## src/rtl/fnd_scan_controller_pkg.sv

```systemverilog
// Shared constants and types for the FND (7-segment) scan controller.
// Holds the digit count, the active-low display constants and the
// two-state scan FSM encoding used by the controller and its decoder.
package fnd_pkg;

  localparam int unsigned NUM_DIGITS  = 4;
  localparam logic [7:0]  FND_BLANK   = 8'hFF;  // all segments and dp off
  localparam logic [3:0]  COM_OFF     = 4'hF;   // all digit commons off
  localparam logic [7:0]  FND_DP_ONLY = 8'h7F;  // only the decimal point lit

  typedef enum logic {
    BLANK = 1'b0,
    DRIVE = 1'b1
  } scan_state_e;

endpackage

```

## src/rtl/fnd_scan_controller_decoder.sv

```systemverilog
// BCDtoFND_Decoder: combinational BCD nibble to active-low segment font.
//   i_bcd  : 4-bit code
//   o_font : {dp, g, f, e, d, c, b, a}, active low
// 0-9 render as digits, 4'hA renders as a lone decimal point, 4'hB-4'hF blank.
module BCDtoFND_Decoder
  import fnd_pkg::*;
(
  input  logic [3:0] i_bcd,
  output logic [7:0] o_font
);

  always_comb begin
    o_font = FND_BLANK;
    case (i_bcd)
      4'h0: o_font = 8'hC0;
      4'h1: o_font = 8'hF9;
      4'h2: o_font = 8'hA4;
      4'h3: o_font = 8'hB0;
      4'h4: o_font = 8'h99;
      4'h5: o_font = 8'h92;
      4'h6: o_font = 8'h82;
      4'h7: o_font = 8'hF8;
      4'h8: o_font = 8'h80;
      4'h9: o_font = 8'h90;
      4'hA: o_font = FND_DP_ONLY;
      default: o_font = FND_BLANK;
    endcase
  end

endmodule

```

## src/rtl/fnd_scan_controller.sv

```systemverilog
// Time-multiplexed 4-digit common-anode FND scanner.
//   i_clk, i_reset        : clock, asynchronous active-high reset
//   i_enable              : scan enable; low forces blank outputs
//   i_digit_value[15:0]   : four BCD nibbles, digit0 = [3:0] (rightmost)
//   i_blink_mask, i_dp_mask, i_lzb : per-digit blink / dp, leading-zero blank
//   o_fnd_com[3:0]        : active-low digit commons (registered)
//   o_fndfont[7:0]        : active-low segments, bit7 = dp (registered)
//   o_frame_start         : one-cycle pulse when a new snapshot is taken
// Each slot is SCAN_DIV cycles: DEAD_CYCLES blanked (ghosting guard), then the
// selected digit is driven until the next slot tick.
module fnd_scan_controller
  import fnd_pkg::*;
#(
  parameter int unsigned SCAN_DIV    = 100000,
  parameter int unsigned DEAD_CYCLES = 1000,
  parameter int unsigned BLINK_TICKS = 500
) (
  input  logic        i_clk,
  input  logic        i_reset,
  input  logic        i_enable,
  input  logic [15:0] i_digit_value,
  input  logic [3:0]  i_blink_mask,
  input  logic [3:0]  i_dp_mask,
  input  logic        i_lzb,
  output logic [3:0]  o_fnd_com,
  output logic [7:0]  o_fndfont,
  output logic        o_frame_start
);

  localparam int unsigned PRESC_W = $clog2(SCAN_DIV);
  localparam int unsigned DEAD_W  = $clog2(DEAD_CYCLES + 1);
  localparam int unsigned BLINK_W = $clog2(BLINK_TICKS + 1);

  localparam logic [PRESC_W-1:0] PRESC_LAST = PRESC_W'(SCAN_DIV - 1);
  localparam logic [DEAD_W-1:0]  DEAD_LAST  = DEAD_W'(DEAD_CYCLES - 1);
  localparam logic [BLINK_W-1:0] BLINK_LAST = BLINK_W'(BLINK_TICKS - 1);

  scan_state_e        state_q, state_d;
  logic [PRESC_W-1:0] presc_q, presc_d;
  logic [DEAD_W-1:0]  dead_q, dead_d;
  logic [BLINK_W-1:0] blink_cnt_q, blink_cnt_d;
  logic               blink_phase_q, blink_phase_d;
  logic [1:0]         idx_q, idx_d;
  logic               en_q, en_d;
  logic [15:0]        snap_val_q, snap_val_d;
  logic [3:0]         snap_blink_q, snap_blink_d;
  logic [3:0]         snap_dp_q, snap_dp_d;
  logic               snap_lzb_q, snap_lzb_d;
  logic [3:0]         com_q, com_d;
  logic [7:0]         font_q, font_d;
  logic               frame_start_q, frame_start_d;

  logic               slot_tick;
  logic               capture;
  logic [3:0]         cur_nibble;
  logic [7:0]         dec_font;
  logic [7:0]         digit_font;

  // One decoder shared by all digits, fed by the index-selected snapshot nibble.
  assign cur_nibble = snap_val_q[{idx_q, 2'b00} +: 4];

  BCDtoFND_Decoder u_decoder (
    .i_bcd  (cur_nibble),
    .o_font (dec_font)
  );

  // Sequencing: prescaler, slot index, dead counter, FSM, blink, snapshots.
  always_comb begin
    slot_tick     = i_enable && (presc_q == PRESC_LAST);
    // Snapshot on enable rising and whenever the index wraps back to 0.
    capture       = i_enable && (!en_q || (slot_tick && (idx_q == 2'd3)));

    presc_d       = presc_q;
    dead_d        = dead_q;
    idx_d         = idx_q;
    state_d       = state_q;
    blink_cnt_d   = blink_cnt_q;
    blink_phase_d = blink_phase_q;
    en_d          = i_enable;
    snap_val_d    = snap_val_q;
    snap_blink_d  = snap_blink_q;
    snap_dp_d     = snap_dp_q;
    snap_lzb_d    = snap_lzb_q;
    frame_start_d = capture;

    if (!i_enable) begin
      // Blink counter and phase are held so blinking resumes seamlessly.
      presc_d = '0;
      dead_d  = '0;
      idx_d   = '0;
      state_d = BLANK;
    end else if (slot_tick) begin
      // Slot tick has priority over dead-count expiry.
      presc_d = '0;
      dead_d  = '0;
      idx_d   = idx_q + 2'd1;
      state_d = BLANK;
      if (blink_cnt_q == BLINK_LAST) begin
        blink_cnt_d   = '0;
        blink_phase_d = ~blink_phase_q;
      end else begin
        blink_cnt_d = blink_cnt_q + BLINK_W'(1);
      end
    end else begin
      presc_d = presc_q + PRESC_W'(1);
      case (state_q)
        BLANK: begin
          if (dead_q == DEAD_LAST) state_d = DRIVE;
          else                     dead_d  = dead_q + DEAD_W'(1);
        end
        DRIVE:   state_d = DRIVE;
        default: state_d = BLANK;
      endcase
    end

    if (capture) begin
      snap_val_d   = i_digit_value;
      snap_blink_d = i_blink_mask;
      snap_dp_d    = i_dp_mask;
      snap_lzb_d   = i_lzb;
    end
  end

  // Output font/commons from the current state; registered for one-cycle latency.
  always_comb begin
    digit_font = dec_font;
    if (snap_dp_q[idx_q]) digit_font[7] = 1'b0;
    // Leading-zero blank and blink suppress the whole digit, dp included.
    if (snap_lzb_q && (idx_q == 2'd3) && (cur_nibble == 4'd0)) digit_font = FND_BLANK;
    if (blink_phase_q && snap_blink_q[idx_q])                  digit_font = FND_BLANK;

    com_d  = COM_OFF;
    font_d = FND_BLANK;
    if (i_enable && (state_q == DRIVE)) begin
      com_d  = ~(4'b0001 << idx_q);
      font_d = digit_font;
    end
  end

  always_ff @(posedge i_clk or posedge i_reset) begin
    if (i_reset) begin
      state_q       <= BLANK;
      presc_q       <= '0;
      dead_q        <= '0;
      blink_cnt_q   <= '0;
      blink_phase_q <= 1'b0;
      idx_q         <= '0;
      en_q          <= 1'b0;
      snap_val_q    <= '0;
      snap_blink_q  <= '0;
      snap_dp_q     <= '0;
      snap_lzb_q    <= 1'b0;
      com_q         <= COM_OFF;
      font_q        <= FND_BLANK;
      frame_start_q <= 1'b0;
    end else begin
      state_q       <= state_d;
      presc_q       <= presc_d;
      dead_q        <= dead_d;
      blink_cnt_q   <= blink_cnt_d;
      blink_phase_q <= blink_phase_d;
      idx_q         <= idx_d;
      en_q          <= en_d;
      snap_val_q    <= snap_val_d;
      snap_blink_q  <= snap_blink_d;
      snap_dp_q     <= snap_dp_d;
      snap_lzb_q    <= snap_lzb_d;
      com_q         <= com_d;
      font_q        <= font_d;
      frame_start_q <= frame_start_d;
    end
  end

  assign o_fnd_com     = com_q;
  assign o_fndfont     = font_q;
  assign o_frame_start = frame_start_q;

endmodule

```

## config.mk

```make
export PLATFORM = sky130hd
export DESIGN_NAME = fnd_scan_controller
export DESIGN_NICKNAME = d
export VERILOG_FILES = /design/src/rtl/fnd_scan_controller_pkg.sv /design/src/rtl/fnd_scan_controller_decoder.sv /design/src/rtl/fnd_scan_controller.sv
export SDC_FILE = /design/constraint.sdc
export NUM_CORES = 1
export LEC_CHECK = 0
export ABC_AREA = 1
export BUFFER_PORTS_ARGS = -buffer_cell sky130_fd_sc_hd__buf_2
export CORE_MARGIN = 2
export CORE_UTILIZATION = 37
export CTS_BUF_LIST = sky130_fd_sc_hd__clkbuf_4
export CTS_CLUSTER_SIZE = 10
export DETAILED_ROUTE_END_ITERATION = 6
export PLACE_DENSITY = 0.52
export SYNTH_ARGS = -nofsm -noshare
export SYNTH_HDL_FRONTEND = slang
export SYNTH_SLANG_ARGS = --single-unit
```

## constraint.sdc

```tcl
create_clock -name i_clk -period 2.81 [get_ports i_clk]
set_input_delay 0.562 -clock i_clk [delete_from_list [all_inputs] [get_ports i_clk]]
set_output_delay 0.562 -clock i_clk [all_outputs]
set_load 0.03 [all_outputs]
```

==> impl_metrics.prom, run 1 <==
# TYPE chip_impl_metric gauge
chip_impl_metric{name="drt_pre_antenna_iters",unit=""} 4
chip_impl_metric{name="slew_headroom",unit="%"} 66.3
chip_impl_metric{name="crit_fanout",unit=""} 17
chip_impl_info{name="unrepaired_setup_endpoints_after_global_routing",value="false"} 1
chip_impl_metric{name="numPortBuffers",unit=""} 40
chip_impl_metric{name="pin_count",unit=""} 41
chip_impl_metric{name="crit_arrival",unit="ns"} 2.47
chip_impl_metric{name="synth-seq-area-share",unit="%"} 48.9
chip_impl_metric{name="max-clock-path-buffers",unit=""} 2
chip_impl_metric{name="cts.sinks",unit=""} 79
chip_impl_metric{name="cts.hold.buffers_added",unit=""} 0
chip_impl_metric{name="first_global_vias",unit=""} 3115
chip_impl_info{name="final_common_cell",value="sky130_fd_sc_hd__nand2_1"} 1
chip_impl_metric{name="setup_viol",unit=""} 0
chip_impl_metric{name="final_cell_area",unit="mm^2"} 0.00454
chip_impl_metric{name="syn_area",unit="mm^2"} 0.00407
chip_impl_metric{name="drt-wirelength-per-cell",unit="um"} 13.1
chip_impl_metric{name="setup_ws",unit="ns"} 0.722
chip_impl_metric{name="postCtsSetupBuffers",unit=""} 0
chip_impl_metric{name="routed_wirelength",unit="mm"} 9.10
chip_impl_metric{name="antenna_found_initial",unit=""} 1
chip_impl_metric{name="synth-seq-cells",unit=""} 79
chip_impl_metric{name="timing.final.hold_violations",unit=""} 0
chip_impl_metric{name="fp.coreArea",unit="mm^2"} 0.0108
chip_impl_metric{name="die_width",unit="um"} 109
chip_impl_metric{name="numPlacedInstances",unit=""} 680
chip_impl_metric{name="pwr_density_cell",unit="mW/mm^2"} 474
chip_impl_metric{name="post_route_non_filler_standard_cell_count",unit=""} 697
chip_impl_metric{name="vias",unit=""} 3299
chip_impl_metric{name="wire_length_of_the_first_global_routing_pass",unit="mm"} 15.2
chip_impl_metric{name="gpl.final_weighted_congestion",unit=""} 0.828
chip_impl_metric{name="drc_violations_left",unit=""} 0
chip_impl_metric{name="final-max-slew-violation-count",unit=""} 0
chip_impl_metric{name="detailedPlacementHpwl",unit="mm"} 6.53
chip_impl_metric{name="worst_skew_pair.late_latency",unit="ns"} 0.45
chip_impl_metric{name="yosys_warning_total",unit=""} 0
chip_impl_metric{name="fp.dieH",unit="um"} 109
chip_impl_metric{name="post_route_ant_nets",unit=""} 0
chip_impl_metric{name="die-area",unit="mm^2"} 0.0119
chip_impl_metric{name="starting_density_of_the_core",unit="%"} 37.7
chip_impl_metric{name="design_power_total",unit="mW"} 2.15
chip_impl_info{name="most_used_cells_in_the_layout_excluding_fill_and_tap_cells",value="156 x sky130_fd_sc_hd__nand2_1, 67 x sky130_fd_sc_hd__dfrtp_1, 61 x sky130_fd_sc_hd__nor2_1, 59 x sky130_fd_sc_hd__nand3_1"} 1
chip_impl_metric{name="fin_worst_skew",unit="ns"} 0.0213
chip_impl_metric{name="clk_pin_slew_worst_paths",unit="ns"} 0.13
chip_impl_metric{name="grt.total_usage",unit="%"} 16.8
chip_impl_info{name="dominant_cell_type_by_area_after_synthesis",value="sky130_fd_sc_hd__dfrtp_1"} 1
chip_impl_metric{name="post_synth.cell_area_avg",unit="um^2"} 7.99
chip_impl_metric{name="post_drt_via_cell_ratio",unit=""} 4.73
chip_impl_metric{name="worst_slew_pin_slew",unit="ns"} 0.506
chip_impl_info{name="setup.worst_path.class",value="flop to flop"} 1
chip_impl_metric{name="drive_above_1_share",unit="%"} 17.3
chip_impl_metric{name="syn_nets",unit=""} 550
chip_impl_metric{name="period_share",unit="%"} 74.3
chip_impl_metric{name="nNetsFinal",unit=""} 591
chip_impl_metric{name="syn_to_final_growth",unit="%"} 11.6
chip_impl_metric{name="htree_num_levels",unit=""} 3
chip_impl_metric{name="totalNegativeSetupSlack",unit="ns"} 0
chip_impl_info{name="tritoncts",value="yes"} 1
chip_impl_metric{name="netlist.area_leader.share",unit="%"} 41.2
chip_impl_metric{name="place_area",unit="mm^2"} 0.00440
chip_impl_metric{name="synthCells",unit=""} 510
chip_impl_info{name="critPathLaunchType",value="flop"} 1
chip_impl_metric{name="numCtsBuffers",unit=""} 9
chip_impl_metric{name="postCtsResizedCells",unit=""} 0
chip_impl_metric{name="floorplan.rows",unit=""} 38
chip_impl_metric{name="final.min_clock_period",unit="ns"} 2.09
chip_impl_metric{name="place_ws",unit="ns"} 0.759
chip_impl_info{name="cts-root-buf",value="sky130_fd_sc_hd__clkbuf_4"} 1
chip_impl_info{name="outcome",value="completed"} 1
chip_impl_metric{name="detail_route.iter0.violations",unit=""} 240
chip_impl_metric{name="fmax",unit="MHz"} 479
chip_impl_metric{name="pin_count_of_the_biggest_net_entering_global_routing",unit=""} 57
chip_impl_info{name="critPathCaptureType",value="flop"} 1
chip_impl_metric{name="grt_overflow_total",unit=""} 0
chip_impl_metric{name="static_leak",unit="nW"} 2.19
chip_impl_metric{name="hold_slack",unit="ns"} 0.0881
chip_impl_metric{name="ir_worst_vdd",unit="V"} 0.000231
chip_impl_metric{name="layout.core_utilization",unit="%"} 42.1
chip_impl_info{name="worstHoldPathType",value="input pin to async pin"} 1
chip_impl_metric{name="yosysUniqueCellTypes",unit=""} 34
chip_impl_info{name="netlist_top_cells_area",value="sky130_fd_sc_hd__dfrtp_1 41%, sky130_fd_sc_hd__nand2_1 14%, sky130_fd_sc_hd__dfstp_2 7.7%"} 1
chip_impl_metric{name="cp.required",unit="ns"} 3.19
chip_impl_metric{name="cap_viol_max_count",unit=""} 0
==> metal layers <==
| layer | track usage, % | routed length [um] | vias to the layer above |
|---|---|---|---|
| met4 | 6.41 | 121 | 0 |
| met5 | 0 | 0 | - |
| met2 | 26.6 | 4200 | 58 |
| met3 | 4.78 | 437 | 11 |
| met1 | 21.9 | 4350 | 1536 |
| li1 | - | - | 1694 |
==> Yosys cell counts <==
cell and count:
sky130_fd_sc_hd__nand2_1 156, sky130_fd_sc_hd__dfrtp_1 67, sky130_fd_sc_hd__nor2_1 61, sky130_fd_sc_hd__nand3_1 59, sky130_fd_sc_hd__inv_1 41, sky130_fd_sc_hd__nor3_1 13
sky130_fd_sc_hd__o21ai_0 13, sky130_fd_sc_hd__dfstp_2 12, sky130_fd_sc_hd__ha_1 12, sky130_fd_sc_hd__xor2_1 10, sky130_fd_sc_hd__nand2_2 7, sky130_fd_sc_hd__a21oi_1 6
sky130_fd_sc_hd__inv_2 5, sky130_fd_sc_hd__nor3b_1 5, sky130_fd_sc_hd__buf_4 4, sky130_fd_sc_hd__nand2_4 4, sky130_fd_sc_hd__nand4_1 4, sky130_fd_sc_hd__nor2_2 4
sky130_fd_sc_hd__buf_2 3, sky130_fd_sc_hd__clkbuf_1 3, sky130_fd_sc_hd__nand3_2 3, sky130_fd_sc_hd__and2_4 2, sky130_fd_sc_hd__buf_6 2, sky130_fd_sc_hd__o21ai_1 2
sky130_fd_sc_hd__o21bai_1 2, sky130_fd_sc_hd__xnor2_1 2, sky130_fd_sc_hd__buf_1 1, sky130_fd_sc_hd__clkinv_1 1, sky130_fd_sc_hd__nand3b_1 1, sky130_fd_sc_hd__nor2_4 1
sky130_fd_sc_hd__nor4_1 1, sky130_fd_sc_hd__o211ai_1 1, sky130_fd_sc_hd__o221ai_1 1, sky130_fd_sc_hd__or2_1 1
==> path summary, 6_finish.rpt <==
check / cells past startpoint / to / start / slack [ns]
min reg2reg: 1 / presc_q[0] / presc_q[0] / 0.47
max in group asynchronous: 3 / o_fndfont[3] / i_reset / 2.03
min in group i_clk: 3 / snap_val_q[2] / i_digit_value[2] / 0.34
max: 11 / o_fndfont[6] / idx_q[0] / 0.72
max reg2reg: 11 / o_fndfont[6] / idx_q[0] / 0.72
min: 2 / presc_q[11] / i_reset / 0.09
==> final cells by class <==
| class | count | area (um^2) |
|---|---|---|
| antenna | 1 | 2.50 |
| clock buffer | 9 | 67.6 |
| clock inverter | 7 | 71.3 |
| fill | 1131 | 6250 |
| inverter | 47 | 178 |
| multi-input combinational | 371 | 1820 |
| sequential | 79 | 1990 |
| tap | 140 | 175 |
| timing repair buffer | 43 | 235 |
==> cells by family after synthesis <==
kind of cell	count (synthesis)	share of synthesized area [%]
xor+xnor	12	2.58
buf+inv	60	6.36
fa+ha+maj	12	3.69
simple gates	322	35.1
flops	79	48.9
compound gates	25	3.35
==> critical path, cell delays in order (launching register included) <==
cell                      delay, ns
sky130_fd_sc_hd__dfrtp_1       0.59
sky130_fd_sc_hd__inv_2         0.28
sky130_fd_sc_hd__nand2_1       0.07
sky130_fd_sc_hd__nand2_1       0.06
sky130_fd_sc_hd__nand2_1       0.04
sky130_fd_sc_hd__and2_4        0.19
sky130_fd_sc_hd__ha_1          0.21
sky130_fd_sc_hd__nand3_1       0.13
sky130_fd_sc_hd__nor2_4        0.05
sky130_fd_sc_hd__nor2_2        0.12
sky130_fd_sc_hd__and2_4        0.22
sky130_fd_sc_hd__nand2_2       0.05
==> sequential cells by signal, indices dropped and copies added (netlist names), 2 cells and up <==
register	flops
blink_cnt_q	9
snap_blink_q	4
presc_q	17
snap_val_q	16
idx_q	2
snap_dp_q	4
dead_q	10
o_fnd_com	4
o_fndfont	8
==> report_power, final <==
part | internal (mW) | switching, mW
registers | 1.19 | 0.0393
logic | 0.0794 | 0.147
clock network | 0.273 | 0.422
total | 1.55 | 0.608
Note: power is estimated with default switching activity, not from simulation.
==> run 2: changes to the inputs <==
--- a/config.mk
+++ b/config.mk
@@ -12,7 +12,7 @@
 export CTS_BUF_LIST = sky130_fd_sc_hd__clkbuf_4
 export CTS_CLUSTER_SIZE = 10
 export DETAILED_ROUTE_END_ITERATION = 6
-export PLACE_DENSITY = 0.52
+export PLACE_DENSITY = 0.54
 export SYNTH_ARGS = -nofsm -noshare
 export SYNTH_HDL_FRONTEND = slang
 export SYNTH_SLANG_ARGS = --single-unit
==> constraint.sdc (replaced) <==
create_clock -name i_clk -period 1.8 [get_ports i_clk]
set_input_delay 0.36 -clock i_clk [delete_from_list [all_inputs] [get_ports i_clk]]
set_output_delay 0.36 -clock i_clk [all_outputs]
set_load 0.03 [all_outputs]
==> impl_metrics.prom, run 2 (synthesis gave the netlist of run 1 again) <==
# TYPE chip_impl_metric gauge
chip_impl_info{name="outcome",value="completed"} 1
chip_impl_metric{name="detailedPlacementHpwl",unit="mm"} 6.48
chip_impl_metric{name="pwr_density_cell",unit="mW/mm^2"} 745
chip_impl_metric{name="clk_pin_slew_worst_paths",unit="ns"} 0.13
chip_impl_metric{name="ir_worst_vdd",unit="V"} 0.000412
chip_impl_metric{name="die_width",unit="um"} 109
chip_impl_metric{name="fmax",unit="MHz"} 590
chip_impl_metric{name="pin_count",unit=""} 41
chip_impl_metric{name="first_global_vias",unit=""} 3323
chip_impl_metric{name="worst_r2r_path_depth",unit=""} 10
chip_impl_metric{name="cts.sinks",unit=""} 79
chip_impl_metric{name="fp.dieH",unit="um"} 109
chip_impl_metric{name="final-max-slew-violation-count",unit=""} 0
chip_impl_metric{name="floorplan.rows",unit=""} 38
chip_impl_metric{name="starting_density_of_the_core",unit="%"} 37.7
chip_impl_metric{name="static_leak",unit="nW"} 2.29
chip_impl_metric{name="fp.coreArea",unit="mm^2"} 0.0108
chip_impl_metric{name="cap_viol_max_count",unit=""} 0
chip_impl_metric{name="worst_slew_pin_slew",unit="ns"} 0.401
chip_impl_metric{name="netSwitchingFraction",unit="%"} 27.0
chip_impl_metric{name="post_drt_via_cell_ratio",unit=""} 4.67
chip_impl_info{name="worstSetupStartpoint",value="idx_q[0]"} 1
chip_impl_metric{name="total_switching_power",unit="uW"} 959
chip_impl_metric{name="place_ws",unit="ns"} 0.0331
chip_impl_info{name="critPathLaunchType",value="flop"} 1
chip_impl_info{name="critical_path.top_delay_family",value="simple AND/OR/NAND/NOR gates"} 1
chip_impl_metric{name="detail_route.iter0.violations",unit=""} 223
chip_impl_metric{name="ant_diodes",unit=""} 0
chip_impl_metric{name="final.min_clock_period",unit="ns"} 1.70
chip_impl_info{name="timing.critical_path.slowest_stage_cell",value="sky130_fd_sc_hd__dfrtp_2"} 1
chip_impl_metric{name="numPlacedInstances",unit=""} 694
chip_impl_metric{name="critical-path-max-stage-delay",unit="ns"} 0.47
chip_impl_metric{name="filler_cell_count",unit=""} 1086
chip_impl_info{name="critPathCaptureType",value="flop"} 1
chip_impl_metric{name="wire_length_of_the_first_global_routing_pass",unit="mm"} 15.1
chip_impl_metric{name="die-area",unit="mm^2"} 0.0119
chip_impl_metric{name="crit_fanout",unit=""} 6
chip_impl_metric{name="antenna_found_initial",unit=""} 0
chip_impl_info{name="worst_hold_startpoint",value="i_digit_value[10]"} 1
chip_impl_info{name="worst_setup_path_endpoint",value="o_fndfont[7]"} 1
chip_impl_metric{name="critical_path_buf_inv_count",unit=""} 2
chip_impl_metric{name="nNetsFinal",unit=""} 609
chip_impl_metric{name="timing.reg2reg.setup_slack",unit="ns"} 0.10
chip_impl_metric{name="numCtsBuffers",unit=""} 9
chip_impl_metric{name="numPortBuffers",unit=""} 40
chip_impl_info{name="tritoncts",value="yes"} 1
chip_impl_info{name="worstReg2RegEnd",value="o_fndfont[7]"} 1
chip_impl_metric{name="vias",unit=""} 3335
chip_impl_metric{name="design_power_total",unit="mW"} 3.55
chip_impl_metric{name="drc_violations_left",unit=""} 0
chip_impl_metric{name="setup_viol",unit=""} 0
chip_impl_metric{name="gpl.final_weighted_congestion",unit=""} 0.848
chip_impl_metric{name="cp_num_cells",unit=""} 10
chip_impl_metric{name="drt_pre_antenna_iters",unit=""} 4
chip_impl_metric{name="sequential_fraction_of_design_power",unit="%"} 53.9
chip_impl_metric{name="power_report.internal_total",unit="mW"} 2.60
chip_impl_metric{name="htree_num_levels",unit=""} 3
chip_impl_metric{name="power.clock.fraction",unit="%"} 35.3
chip_impl_info{name="cts-root-buf",value="sky130_fd_sc_hd__clkbuf_4"} 1
chip_impl_metric{name="grt.total_usage",unit="%"} 16.6
chip_impl_metric{name="slew_headroom",unit="%"} 73.1
chip_impl_metric{name="timing.final.hold_violations",unit=""} 0
chip_impl_metric{name="worst_skew_pair.late_latency",unit="ns"} 0.46
chip_impl_info{name="worstHoldPathType",value="input pin to flop"} 1
chip_impl_metric{name="post_route_ant_nets",unit=""} 0
chip_impl_metric{name="crit_arrival",unit="ns"} 2.11
chip_impl_metric{name="cp.required",unit="ns"} 2.21
chip_impl_info{name="largest_registers",value="presc_q x17, snap_val_q x16, dead_q x10"} 1
chip_impl_metric{name="period_share",unit="%"} 94.2
chip_impl_metric{name="pin_count_of_the_biggest_net_entering_global_routing",unit=""} 52
chip_impl_info{name="max_flop_register",value="presc_q"} 1
chip_impl_info{name="setup.worst_path.class",value="flop to flop"} 1
chip_impl_metric{name="setup_ws",unit="ns"} 0.104
chip_impl_metric{name="power.combinational.fraction",unit="%"} 10.7
chip_impl_metric{name="drive_above_1_share",unit="%"} 21.1
chip_impl_metric{name="multi_input_area",unit="mm^2"} 0.00187
chip_impl_metric{name="grt_overflow_total",unit=""} 0
chip_impl_metric{name="largest_register_ffs",unit=""} 17
chip_impl_metric{name="totalNegativeSetupSlack",unit="ns"} 0
chip_impl_metric{name="syn_to_final_growth",unit="%"} 17.2
chip_impl_info{name="critical-path-top-cell-by-count",value="sky130_fd_sc_hd__nand2_1"} 1
chip_impl_metric{name="fin_worst_skew",unit="ns"} 0.0137
chip_impl_metric{name="post_route_non_filler_standard_cell_count",unit=""} 714
chip_impl_metric{name="layout.area.seq",unit="mm^2"} 0.00199
chip_impl_info{name="cp_cell_sequence",value="buf_4, nand2_1, nand2_1, nand2_1, and2_4, inv_1, ha_1, nand3_1, o221ai_1, nand2_1"} 1
chip_impl_metric{name="drt-wirelength-per-cell",unit="um"} 12.4
chip_impl_metric{name="routed_wirelength",unit="mm"} 8.87
chip_impl_metric{name="max-clock-path-buffers",unit=""} 2
chip_impl_info{name="final_common_cell",value="sky130_fd_sc_hd__nand2_1"} 1
chip_impl_info{name="most_used_cells_in_the_layout_excluding_fill_and_tap_cells",value="154 x sky130_fd_sc_hd__nand2_1, 66 x sky130_fd_sc_hd__dfrtp_1, 61 x sky130_fd_sc_hd__nor2_1, 57 x sky130_fd_sc_hd__nand3_1"} 1
chip_impl_info{name="critical_path.reg2reg.startpoint",value="idx_q[0]"} 1
==> run 2: cell count changes in the layout (fill, tap and decap cells not counted), sizes merged <==
| cell | change |
|---|---|
| buf | +17 |
| clkinv | -4 |
| clkinvlp | +2 |
| bufinv | +1 |
| clkbuf | +1 |
| diode | -1 |
| dlygate4sd3 | +1 |
==> run 2: worst min path at each step <==
| stage | end | slack [ns] | cells past startpoint |
|---|---|---|---|
| 4_1_cts | snap_val_q[10] | 0.1 | 3 |
| 2_1_floorplan | en_q | 0.39 | 0 |
| 3_3_place_gp | snap_val_q[15] | 0.37 | 2 |
| 5_1_grt | snap_dp_q[1] | 0.11 | 3 |
| 3_5_place_dp | snap_val_q[15] | 0.37 | 2 |
| 6_report | snap_val_q[10] | 0.12 | 3 |
==> run 2: through the flow <==
| stage | area (um^2) | utilization (%) | hold WS (ns) |
|---|---|---|---|
| after floorplan | 4080 | - | 0.391 |
| after global placement | 4510 | 41.8 | 0.369 |
| after detailed placement | 4510 | 41.8 | 0.370 |
| after CTS | 4690 | 43.4 | 0.0967 |
| after global routing | 4770 | 44.2 | 0.112 |
| final | 4770 | 44.2 | 0.124 |
==> run 2: power groups by stage <==
stage	combinational, mW	clock (mW)	sequential [mW]
3_5_place_dp	0.368	0	1.95
3_3_place_gp	0.359	0	1.95
6_report	0.382	1.26	1.92
2_1_floorplan	0.257	0	1.93
5_1_grt	0.441	1.38	1.93
4_1_cts	0.370	1.31	1.92
==> run 2: what timing repair did <==
action / in CTS / in global routing
hold endpoints to repair: 6 / 0
setup buffers: 0 / 3
resized for setup: 0 / 14
setup endpoints to repair: 0 / 59
hold buffers: 1 / 0
==> run 2: layout make-up <==
type	instances	area share (%)
Tap cell	140	3.67
Clock inverter	6	1.94
Multi-Input combinational cell	371	39.3
Timing Repair Buffer	61	7.97
Sequential cell	79	41.8
Inverter	47	3.83
Clock buffer	10	1.57
==> run 2: worst register-to-register path, stage by stage, from the launching register on <==
cell and delay, ns:
sky130_fd_sc_hd__dfrtp_2 0.47, sky130_fd_sc_hd__buf_4 0.15, sky130_fd_sc_hd__nand2_1 0.05, sky130_fd_sc_hd__nand2_1 0.05, sky130_fd_sc_hd__nand2_1 0.05, sky130_fd_sc_hd__and2_4 0.19, sky130_fd_sc_hd__inv_1 0.07, sky130_fd_sc_hd__ha_1 0.23
sky130_fd_sc_hd__nand3_1 0.13, sky130_fd_sc_hd__o221ai_1 0.16, sky130_fd_sc_hd__nand2_1 0.10
==> run 2: routing by layer <==
layer	share of wire [%]	up-vias	GRT usage (%)
met5	0	-	0
met4	2.6	0	8.88
met3	3.5	16	3.23
met2	47	53	27.8
met1	47	1533	20.1
li1	-	1733	-
==> run 3: changes to the inputs <==
--- a/config.mk
+++ b/config.mk
@@ -6,7 +6,7 @@
 export NUM_CORES = 1
 export LEC_CHECK = 0
 export ABC_AREA = 1
-export BUFFER_PORTS_ARGS = -buffer_cell sky130_fd_sc_hd__buf_2
+export BUFFER_PORTS_ARGS = -buffer_cell sky130_fd_sc_hd__clkbuf_2
 export CORE_MARGIN = 2
 export CORE_UTILIZATION = 37
 export CTS_BUF_LIST = sky130_fd_sc_hd__clkbuf_4
==> impl_metrics.prom, run 3 (synthesis gave the netlist of run 1 again) <==
# TYPE chip_impl_metric gauge
chip_impl_info{name="outcome",value="completed"} 1
chip_impl_metric{name="post_route_non_filler_standard_cell_count",unit=""} 722
chip_impl_metric{name="starting_density_of_the_core",unit="%"} 37.7
chip_impl_metric{name="drt_pre_antenna_iters",unit=""} 4
chip_impl_metric{name="pwr_density_cell",unit="mW/mm^2"} 725
chip_impl_metric{name="post_route_ant_nets",unit=""} 0
chip_impl_info{name="cp_cell_sequence",value="nor3_1, nand3_4, nand2_8, clkbuf_16, nand3_1, nand2_1"} 1
chip_impl_metric{name="fmax",unit="MHz"} 580
chip_impl_info{name="max_flop_register",value="presc_q"} 1
chip_impl_metric{name="max-clock-path-buffers",unit=""} 2
chip_impl_info{name="final_common_cell",value="sky130_fd_sc_hd__nand2_1"} 1
chip_impl_metric{name="critical_path_buf_inv_count",unit=""} 1
chip_impl_metric{name="first_global_vias",unit=""} 3301
chip_impl_metric{name="setup_ws",unit="ns"} 0.0747
chip_impl_info{name="worstHoldPathType",value="input pin to flop"} 1
chip_impl_metric{name="cts.sinks",unit=""} 79
chip_impl_metric{name="worst_r2r_path_depth",unit=""} 6
chip_impl_metric{name="post_drt_via_cell_ratio",unit=""} 4.78
chip_impl_info{name="most_used_cells_in_the_layout_excluding_fill_and_tap_cells",value="153 x sky130_fd_sc_hd__nand2_1, 66 x sky130_fd_sc_hd__dfrtp_1, 61 x sky130_fd_sc_hd__nor2_1, 55 x sky130_fd_sc_hd__nand3_1"} 1
chip_impl_metric{name="final-max-slew-violation-count",unit=""} 0
chip_impl_metric{name="timing.reg2reg.setup_slack",unit="ns"} 0.07
chip_impl_info{name="critical_path.reg2reg.startpoint",value="presc_q[8]"} 1
chip_impl_info{name="worst_hold_startpoint",value="i_digit_value[15]"} 1
chip_impl_metric{name="detailedPlacementHpwl",unit="mm"} 6.60
chip_impl_metric{name="crit_fanout",unit=""} 6
chip_impl_metric{name="totalNegativeSetupSlack",unit="ns"} 0
chip_impl_metric{name="fin_worst_skew",unit="ns"} 0.0279
chip_impl_metric{name="place_area",unit="mm^2"} 0.00455
chip_impl_metric{name="ir_worst_vdd",unit="V"} 0.000578
chip_impl_metric{name="grt_overflow_total",unit=""} 0
chip_impl_info{name="tritoncts",value="yes"} 1
chip_impl_info{name="critPathLaunchType",value="flop"} 1
chip_impl_metric{name="fp.coreArea",unit="mm^2"} 0.0108
chip_impl_metric{name="period_share",unit="%"} 95.8
chip_impl_metric{name="timing.final.hold_violations",unit=""} 0
chip_impl_info{name="cts-root-buf",value="sky130_fd_sc_hd__clkbuf_4"} 1
chip_impl_metric{name="design_power_total",unit="mW"} 3.59
chip_impl_metric{name="place_ws",unit="ns"} 0.0525
chip_impl_metric{name="numCtsBuffers",unit=""} 9
chip_impl_metric{name="die_width",unit="um"} 109
chip_impl_metric{name="worst_slew_pin_slew",unit="ns"} 0.577
chip_impl_metric{name="slew_headroom",unit="%"} 61.2
chip_impl_metric{name="syn_to_final_growth",unit="%"} 21.6
chip_impl_info{name="critPathCaptureType",value="flop"} 1
chip_impl_metric{name="cp.required",unit="ns"} 2.20
chip_impl_metric{name="nNetsFinal",unit=""} 617
chip_impl_metric{name="antenna_found_initial",unit=""} 0
chip_impl_metric{name="routed_wirelength",unit="mm"} 9.66
chip_impl_metric{name="static_leak",unit="nW"} 2.40
chip_impl_metric{name="final.min_clock_period",unit="ns"} 1.73
chip_impl_metric{name="hold_slack",unit="ns"} 0.126
chip_impl_metric{name="die-area",unit="mm^2"} 0.0119
chip_impl_metric{name="htree_num_levels",unit=""} 3
chip_impl_metric{name="wire_length_of_the_first_global_routing_pass",unit="mm"} 15.3
chip_impl_metric{name="drc_violations_left",unit=""} 0
chip_impl_metric{name="numPlacedInstances",unit=""} 694
chip_impl_metric{name="fp.dieH",unit="um"} 109
chip_impl_metric{name="floorplan.rows",unit=""} 38
chip_impl_metric{name="ant_diodes",unit=""} 0
chip_impl_info{name="critical_path.top_delay_family",value="simple AND/OR/NAND/NOR gates"} 1
chip_impl_metric{name="drive_above_1_share",unit="%"} 22.9
chip_impl_metric{name="numPortBuffers",unit=""} 40
chip_impl_metric{name="cap_viol_max_count",unit=""} 0
chip_impl_metric{name="critical-path-max-stage-delay",unit="ns"} 0.52
chip_impl_metric{name="drt-wirelength-per-cell",unit="um"} 13.4
chip_impl_info{name="min_to",value="snap_val_q[15]"} 1
chip_impl_metric{name="pin_count",unit=""} 41
chip_impl_info{name="worstReg2RegEnd",value="snap_blink_q[3]"} 1
chip_impl_info{name="timing.critical_path.slowest_stage_cell",value="sky130_fd_sc_hd__nor3_1"} 1
chip_impl_info{name="largest_registers",value="presc_q x17, snap_val_q x16, dead_q x10"} 1
chip_impl_metric{name="worst_hold_path_cell_count",unit=""} 3
chip_impl_metric{name="pin_count_of_the_biggest_net_entering_global_routing",unit=""} 27
chip_impl_metric{name="setup_viol",unit=""} 0
chip_impl_metric{name="largest_register_ffs",unit=""} 17
chip_impl_metric{name="layout.core_utilization",unit="%"} 45.9
chip_impl_metric{name="detail_route.iter0.violations",unit=""} 154
chip_impl_metric{name="vias",unit=""} 3454
chip_impl_info{name="setup.worst_path.class",value="flop to flop"} 1
chip_impl_metric{name="clk_pin_slew_worst_paths",unit="ns"} 0.14
chip_impl_metric{name="grt.total_usage",unit="%"} 16.7
chip_impl_metric{name="crit_arrival",unit="ns"} 2.12
chip_impl_metric{name="gpl.final_weighted_congestion",unit=""} 0.859
chip_impl_metric{name="worst_skew_pair.late_latency",unit="ns"} 0.45
chip_impl_metric{name="final_cell_area",unit="mm^2"} 0.00495
run 3: report_power, final:
| part | switching, mW | internal, mW |
|---|---|---|
| clock network | 0.647 | 0.598 |
| registers | 0.0606 | 1.86 |
| logic | 0.254 | 0.167 |
run 3: repair_timing:
item                                    CTS  global route
hold endpoints to repair                 10             0
endpoints found under the setup margin    0            52
gates resized for setup                   0            20
buffers inserted                          0             5
hold buffers                              1             0
run 3: cell type report:
cell class / count / area (um^2)
Timing Repair Buffer: 66 / 490
Sequential cell: 79 / 1990
Inverter: 47 / 183
Tap cell: 140 / 175
Fill cell: 1061 / 5840
Clock inverter: 5 / 81.3
Clock buffer: 11 / 82.6
Multi-Input combinational cell: 374 / 1950
run 3: worst max path at each step:
stage / start / slack, ns / endpoint / depth (start not counted)
2_1_floorplan: idx_q[0] / 0.02 / o_fndfont[6] / 13
3_3_place_gp: presc_q[0] / 0.09 / presc_q[9] / 9
3_5_place_dp: presc_q[0] / 0.05 / snap_val_q[11] / 10
4_1_cts: idx_q[0] / 0.02 / o_fndfont[6] / 11
5_1_grt: presc_q[0] / -0.06 / snap_blink_q[2] / 10
6_report: presc_q[8] / 0.07 / snap_blink_q[3] / 6
run 3: layer usage:
metal	vias to the layer above	track usage, %	routed length [um]
met4	0	5.04	105
met1	1627	20.5	4390
li1	1756	-	-
met2	64	28.1	4780
met5	-	0	0
met3	7	5.26	385
run 3: worst reg2reg max path: stages, from the launching register on:
cell	delay, ns
sky130_fd_sc_hd__dfrtp_1	0.44
sky130_fd_sc_hd__nor3_1	0.52
sky130_fd_sc_hd__nand3_4	0.19
sky130_fd_sc_hd__nand2_8	0.19
sky130_fd_sc_hd__clkbuf_16	0.18
sky130_fd_sc_hd__nand3_1	0.08
sky130_fd_sc_hd__nand2_1	0.08
